File: src/rtl/mult_seq_ctrl.sv
// Control sequencer for the shift-add signed multiplier.
// Edge-triggered start, fixed-latency load/add/shift strobes and a ready pulse.
module mult_seq_ctrl #(
  parameter int DW = 8,
  parameter int BW = $clog2(DW)
) (
  input  logic        clk,
  input  logic        rst,
  input  logic        start,
  input  logic        abort,
  input  logic        sign_mltnd,
  input  logic        sign_mlter,
  input  logic        lsb,
  output logic        load,
  output logic        clean,
  output logic        add_en,
  output logic        shift_en,
  output logic        ready,
  output logic        busy,
  output logic        final_sign,
  output logic [BW:0] count,
  output logic [2:0]  state
);

  typedef enum logic [2:0] {
    IDLE      = 3'd0,
    INIT      = 3'd1,
    ADD_SHIFT = 3'd2
  } state_t;

  localparam logic [BW:0] LAST = (BW+1)'(DW - 1);

  state_t      state_q;
  state_t      state_n;
  logic [BW:0] count_n;
  logic        ready_n;
  logic        fsign_n;
  logic        start_q;
  logic        start_edge;

  assign start_edge = start & ~start_q;
  assign state      = state_q;

  // State, counter, ready pulse, result sign and start history registers
  always_ff @(posedge clk or posedge rst) begin
    if (rst) begin
      state_q    <= IDLE;
      count      <= '0;
      ready      <= 1'b0;
      final_sign <= 1'b0;
      start_q    <= 1'b0;
    end else begin
      state_q    <= state_n;
      count      <= count_n;
      ready      <= ready_n;
      final_sign <= fsign_n;
      start_q    <= start;
    end
  end

  // Next-state logic and strobes decoded from the current state
  always_comb begin
    state_n  = state_q;
    count_n  = count;
    ready_n  = 1'b0;
    fsign_n  = final_sign;
    load     = 1'b0;
    clean    = 1'b0;
    add_en   = 1'b0;
    shift_en = 1'b0;
    busy     = 1'b0;
    case (state_q)
      IDLE: begin
        count_n = '0;
        if (start_edge && !abort) begin
          fsign_n = sign_mltnd ^ sign_mlter;
          state_n = INIT;
        end
      end
      INIT: begin
        load    = 1'b1;
        clean   = 1'b1;
        busy    = 1'b1;
        count_n = '0;
        if (abort) begin
          state_n = IDLE;
        end else begin
          state_n = ADD_SHIFT;
        end
      end
      ADD_SHIFT: begin
        shift_en = 1'b1;
        add_en   = lsb;
        busy     = 1'b1;
        if (abort) begin
          count_n = '0;
          state_n = IDLE;
        end else if (count == LAST) begin
          count_n = '0;
          ready_n = 1'b1;
          state_n = IDLE;
        end else begin
          count_n = count + 1'b1;
        end
      end
      default: begin
        count_n = '0;
        state_n = IDLE;
      end
    endcase
  end

endmodule

File: config.mk
export PLATFORM = sky130hd
export DESIGN_NAME = mult_seq_ctrl
export DESIGN_NICKNAME = d
export VERILOG_FILES = /design/src/rtl/mult_seq_ctrl.sv
export SDC_FILE = /design/constraint.sdc
export NUM_CORES = 1
export LEC_CHECK = 0
export ABC_AREA = 1
export CAP_MARGIN = 10
export CORE_AREA = 2 2 39 41
export DETAILED_ROUTE_END_ITERATION = 16
export DIE_AREA = 0 0 41 43
export PLACE_DENSITY_LB_ADDON = 0.2
export SETUP_SLACK_MARGIN = 0.15
export SLEW_MARGIN = 20
export SYNTH_ARGS = -nofsm -noshare
export SYNTH_HDL_FRONTEND = slang
export SYNTH_SLANG_ARGS = --single-unit
File: constraint.sdc
create_clock -name clk -period 1.38 [get_ports clk]
set_input_delay 0.276 -clock clk [delete_from_list [all_inputs] [get_ports clk]]
set_output_delay 0.276 -clock clk [all_outputs]
set_load 0.05 [all_outputs]
Word-level counts from Yosys, hierarchy flattened
Cells that the tools add are included.
{"block": "word_totals", "latchBits": 0, "memories": 0, "register_bits": 10, "mem_bits_ro": 0, "word_cells": 35, "ramBits": 0, "input_bits": 7}
{"block": "op_classes", "n_mux": 15, "n_mul": 0, "n_div": 0, "bitwise": 3, "addsub": 1, "shifts": 0, "reduce_logical": 6, "n_eq_ne": 5, "order_cmp": 0}
{"op": "4-bit 2-to-1 mux", "n": 3}
{"op": "3-bit 2-to-1 mux", "n": 3}
{"op": "3-bit case mux with 3 select lines", "n": 1}
{"op": "1-bit 2-to-1 mux", "n": 7}
{"op": "4-bit by 1-bit adder with 4-bit output, second input constant", "n": 1}
{"op": "4-bit by 3-bit equality test with 1-bit output, second input constant", "n": 1}
{"op": "2-bit AND reduction", "n": 2}
{"op": "3-bit by 1-bit equality test with 1-bit output, second input constant", "n": 1}
{"op": "3-bit by 2-bit equality test with 1-bit output, second input constant", "n": 1}
{"op": "3-bit logical NOT", "n": 1}
{"op": "3-bit inequality test, second input constant", "n": 1}
{"op": "2-bit 2-to-1 mux", "n": 1}
{"op": "2-bit inequality test, second input constant", "n": 1}
{"op": "2-bit OR reduction", "n": 1}
{"op": "1-bit AND", "n": 1}
{"op": "1-bit logical AND", "n": 1}
{"op": "1-bit logical NOT", "n": 1}
{"op": "1-bit inverter", "n": 1}
{"op": "1-bit bitwise XOR", "n": 1}

Logic depth before layout (Yosys ltp)
{"block": "depth", "depth_word": 5, "mapped_depth": 8, "ltp_nobuf": 8}

Worst setup path after synthesis
OpenSTA, ideal clock, no wires.
{"block": "synth_timing", "kind": "register -> output", "from": "register state_q[1] (netlist: state[1])", "to": "output add_en", "path_stages_with_launch": 4, "slack_ns": -0.547, "path_buffers": 0, "t_required_ns": 1.104, "arrival_time_ns": 1.651, "path_cell_list": "dfrtp_1 ha_1 nand2_1 inv_1"}
{"block": "synth_between", "elab_chain_len": 2}
{"item": "start: declaration", "line": "33", "rtl": "state_t state_q;"}
{"item": "start signal: assignment", "line": "53", "rtl": "state_q <= state_n;"}
{"item": "3-bit by 2-bit equality test with 1-bit output", "line": "72", "rtl": "case (state_q)"}
{"item": "1-bit 2-to-1 mux", "line": "72"}
{"item": "end: declaration", "line": "16", "rtl": "output logic add_en,"}
Every way passes these cells.

Worst setup path in the final report
{"block": "layout_timing", "from": "register state_q[1] (netlist: state[1])", "to": "output load"}
{"block": "layout_between", "elab_chain_len": 2}
{"item": "3-bit by 1-bit equality test with 1-bit output", "line": "72"}
{"item": "1-bit 2-to-1 mux", "line": "72"}
{"item": "end: declaration", "line": "14", "rtl": "output logic load,"}
Every way passes these cells.

==> flow_metrics.tcl <==
set metrics [dict create \
    period_share 1.07 \
    cts_tree "built" \
    place_inst 88 \
    arrival_ns 1.20 \
    synth_top_family_by_area "simple AND/OR/NAND/NOR gates" \
    synth.top_cell.area_share 0.472 \
    ys_warn_count 0 \
    grt_max_degree 10 \
    leakage_nw 0.439 \
    path_clk_slew_ns 0.06 \
    netlist_area_um2 477 \
    hpwl_um 721 \
    route.detailed.drc 0 \
    slowest_delay_ns 0.44 \
    synth_compound_area_frac 0.0315 \
    antenna_found_initial 0 \
    startpoint_type "register" \
    async_flop_share 1.00 \
    vias 421 \
    r2r-start "state[0]$_DFFE_PP0P_" \
    synthAdderAreaFrac 0.105 \
    ys_top_cells_by_count "10 x inv_1, 9 x dfrtp_1, 8 x nand2_1" \
    post-synth-top-count-cell "inv_1" \
    crit_chain "inv_2 -> buf_6 -> ha_4 -> buf_12" \
    grt_pass1_vias 389 \
    hold_violations 0 \
    rsz0062_at_grt "yes" \
    critPathSlowestCell "dfrtp_2" \
    drt-total-wl_um 1000 \
    skew_ns 0.00556 \
    drtAntennaViolNets 0 \
    grtUsageTotal 0.146 \
    setup_tns_ns -0.372 \
    yosysSeqAreaShare 0.472 \
    cap_violations 0 \
    port_buffers 19 \
    ir_drop_mv 1.14 \
    r2r_cells 10 \
    initial_core_util 0.344 \
    synth_edf_count 0 \
    pin_count 21 \
    crit_type "register to output pin" \
    drtIter0Drc 2 \
    synth-simple-area-share 0.236 \
    synthMuxAreaShare 0 \
    synth_xor_area_frac 0.0367 \
    first_pass_iters 2 \
    synth_fp_nets 65 \
    yosys.area.top_type "dfrtp_1" \
    avgViaCountPerCell 4.30 \
    whs_ns 0.274 \
    r2r-end "state[0]$_DFFE_PP0P_" \
    violations "setup timing" \
    nets 94 \
    core_area_um2 1380 \
    fin_util 0.721 \
    path_depth 4 \
    ctsHoldBuffers 0 \
    reg2reg_slack_ns 0 \
    die_area_um2 1760 \
    critPathTopFamily "flip-flops" \
    cts-root-buf "clkbuf_4" \
    power_density_nw_per_um2 1580 \
    ys_ff_latch 9 \
    cts.sinks 9 \
    setup_viol 6 \
    synth-main-ff-cell "dfrtp_1" \
    slew_violations 0 \
    post-route-min-period_ns 1.47 \
    pre_cts_ws_ns 0.0569 \
    crit_end "load" \
    die_w_um 41 \
    cts_buffers 3 \
    status "finished with violations" \
    max_clock_freq_mhz 680 \
    syn_to_final_growth_pct 109 \
    hp-class "input pin to async pin" \
    synth_area_leaders "dfrtp_1 47%, ha_1 10%, inv_1 7.9%" \
    worstSetupStartpoint "state[1]$_DFFE_PP0P_" \
    die_h_um 43 \
    syn_inst 54 \
    cts.path.max_buffers 2 \
    path_max_fanout 4 \
    gp_congestion 0.739 \
    setup_ws_ns -0.0913 \
    overflow 0 \
    cts.htree.levels 1 \
    syn_avg_cell_area_um2 8.83 \
    crit_path_end_kind "output pin" \
    wl_per_cell_um 10.2 \
    fill_cells 97 \
    drive_gt1_frac 0.573 \
    antenna_cells 0 \
    num_rows 14 \
    critPathRequiredTime_ns 1.10 \
    path_buf_inv 3 \
    ys_types 15 \
    grt_pass1_wl_um 1640 \
    final_cells 98 \
    clk_latency_ns 0.26 \
]
==> metal layers <==
| metal | share of wire | vias up | track usage |
|---|---|---|---|
| met5 | 0 | - | 0 |
| met4 | 0.010 | 0 | 0.0600 |
| met3 | 0.082 | 2 | 0.0942 |
| met2 | 0.48 | 15 | 0.191 |
| met1 | 0.43 | 190 | 0.185 |
| li1 | - | 214 | - |
==> where the power goes <==
| group | internal, mW | switching [mW] | total (mW) | leakage, nW |
|---|---|---|---|---|
| Combinational | 0.493 | 0.522 | 1.02 | 0.306 |
| Clock | 0.111 | 0.0886 | 0.200 | 0.0150 |
| Sequential | 0.304 | 0.0524 | 0.356 | 0.118 |
==> how the worst min path moves through the flow <==
stage / startpoint / end / cells after the start
4_1_cts: rst / ready$_DFF_PP0_ / 2
3_5_place_dp: final_sign$_DFFE_PP0P_ / final_sign$_DFFE_PP0P_ / 2
5_1_grt: rst / count[0]$_DFF_PP0_ / 2
2_1_floorplan: rst / count[0]$_DFF_PP0_ / 1
6_report: rst / ready$_DFF_PP0_ / 2
3_3_place_gp: final_sign$_DFFE_PP0P_ / final_sign$_DFFE_PP0P_ / 2
==> worst reg2reg max path, stage by stage (launching register included) <==
cell     delay [ns]
dfrtp_2        0.43
inv_4          0.09
ha_4           0.16
buf_6          0.11
buf_6          0.09
inv_4          0.03
nor2_4         0.14
nand2_4        0.11
nand2_4        0.07
nand2_2        0.04
nand2_1        0.06
==> per-stage QoR <==
step           power, mW  instance area (um2)
2_1_floorplan      0.849                  517
4_1_cts             1.53                  943
3_5_place_dp        1.23                  846
5_1_grt             1.65                  997
3_3_place_gp        1.23                  846
6_report            1.57                  997
==> sequential cells by signal, summed over array words and instances, names as in the netlist <==
signal      cells
state           2
count           4
final_sign      1
ready           1
start_q         1
==> what timing repair did <==
| item | 4_1_cts | 5_1_grt |
|---|---|---|
| endpoints found under the setup margin | 6 | 14 |
| setup buffers | 4 | 2 |
| resized for setup | 12 | 11 |
| pin swaps | 8 | 7 |
==> cell type report <==
class,count,area [um2],area share
repair buffers,26,395,0.396
multi-input cells,33,279,0.280
flip-flops and latches,9,228,0.228
inverters,10,48.8,0.0489
clock buffers,4,26.3,0.0263
well taps,16,20.0,0.0201
==> placed cells by master, fill, tap and decap left out <==
cell,n
buf_12,13
dfrtp_1,7
nand2_1,6
clkdlybuf4s50_1,6
buf_6,6
inv_1,5
nor2_2,4
nand2_2,3
inv_4,3
nand2_4,3
ha_4,3
clkbuf_4,3
o21ai_1,2
xor2_1,2
nor2_4,2
nand3_2,2
nor2_1,2
dfrtp_2,2
a21oi_1,1
inv_2,1
nand3_1,1
clkinvlp_4,1
ha_1,1
conb_1,1
clkbuf_1,1
buf_4,1
==> kinds of logic after synthesis <==
logic type / count (synthesis)
buffers and inverters: 12
XOR/XNOR: 2
AND/OR/NAND/NOR: 23
AO/OA/AOI/OAI: 3
other: 1
adder cells (fa/ha/maj): 4
flip-flops: 9
Note: power is estimated with default switching activity, not from simulation.
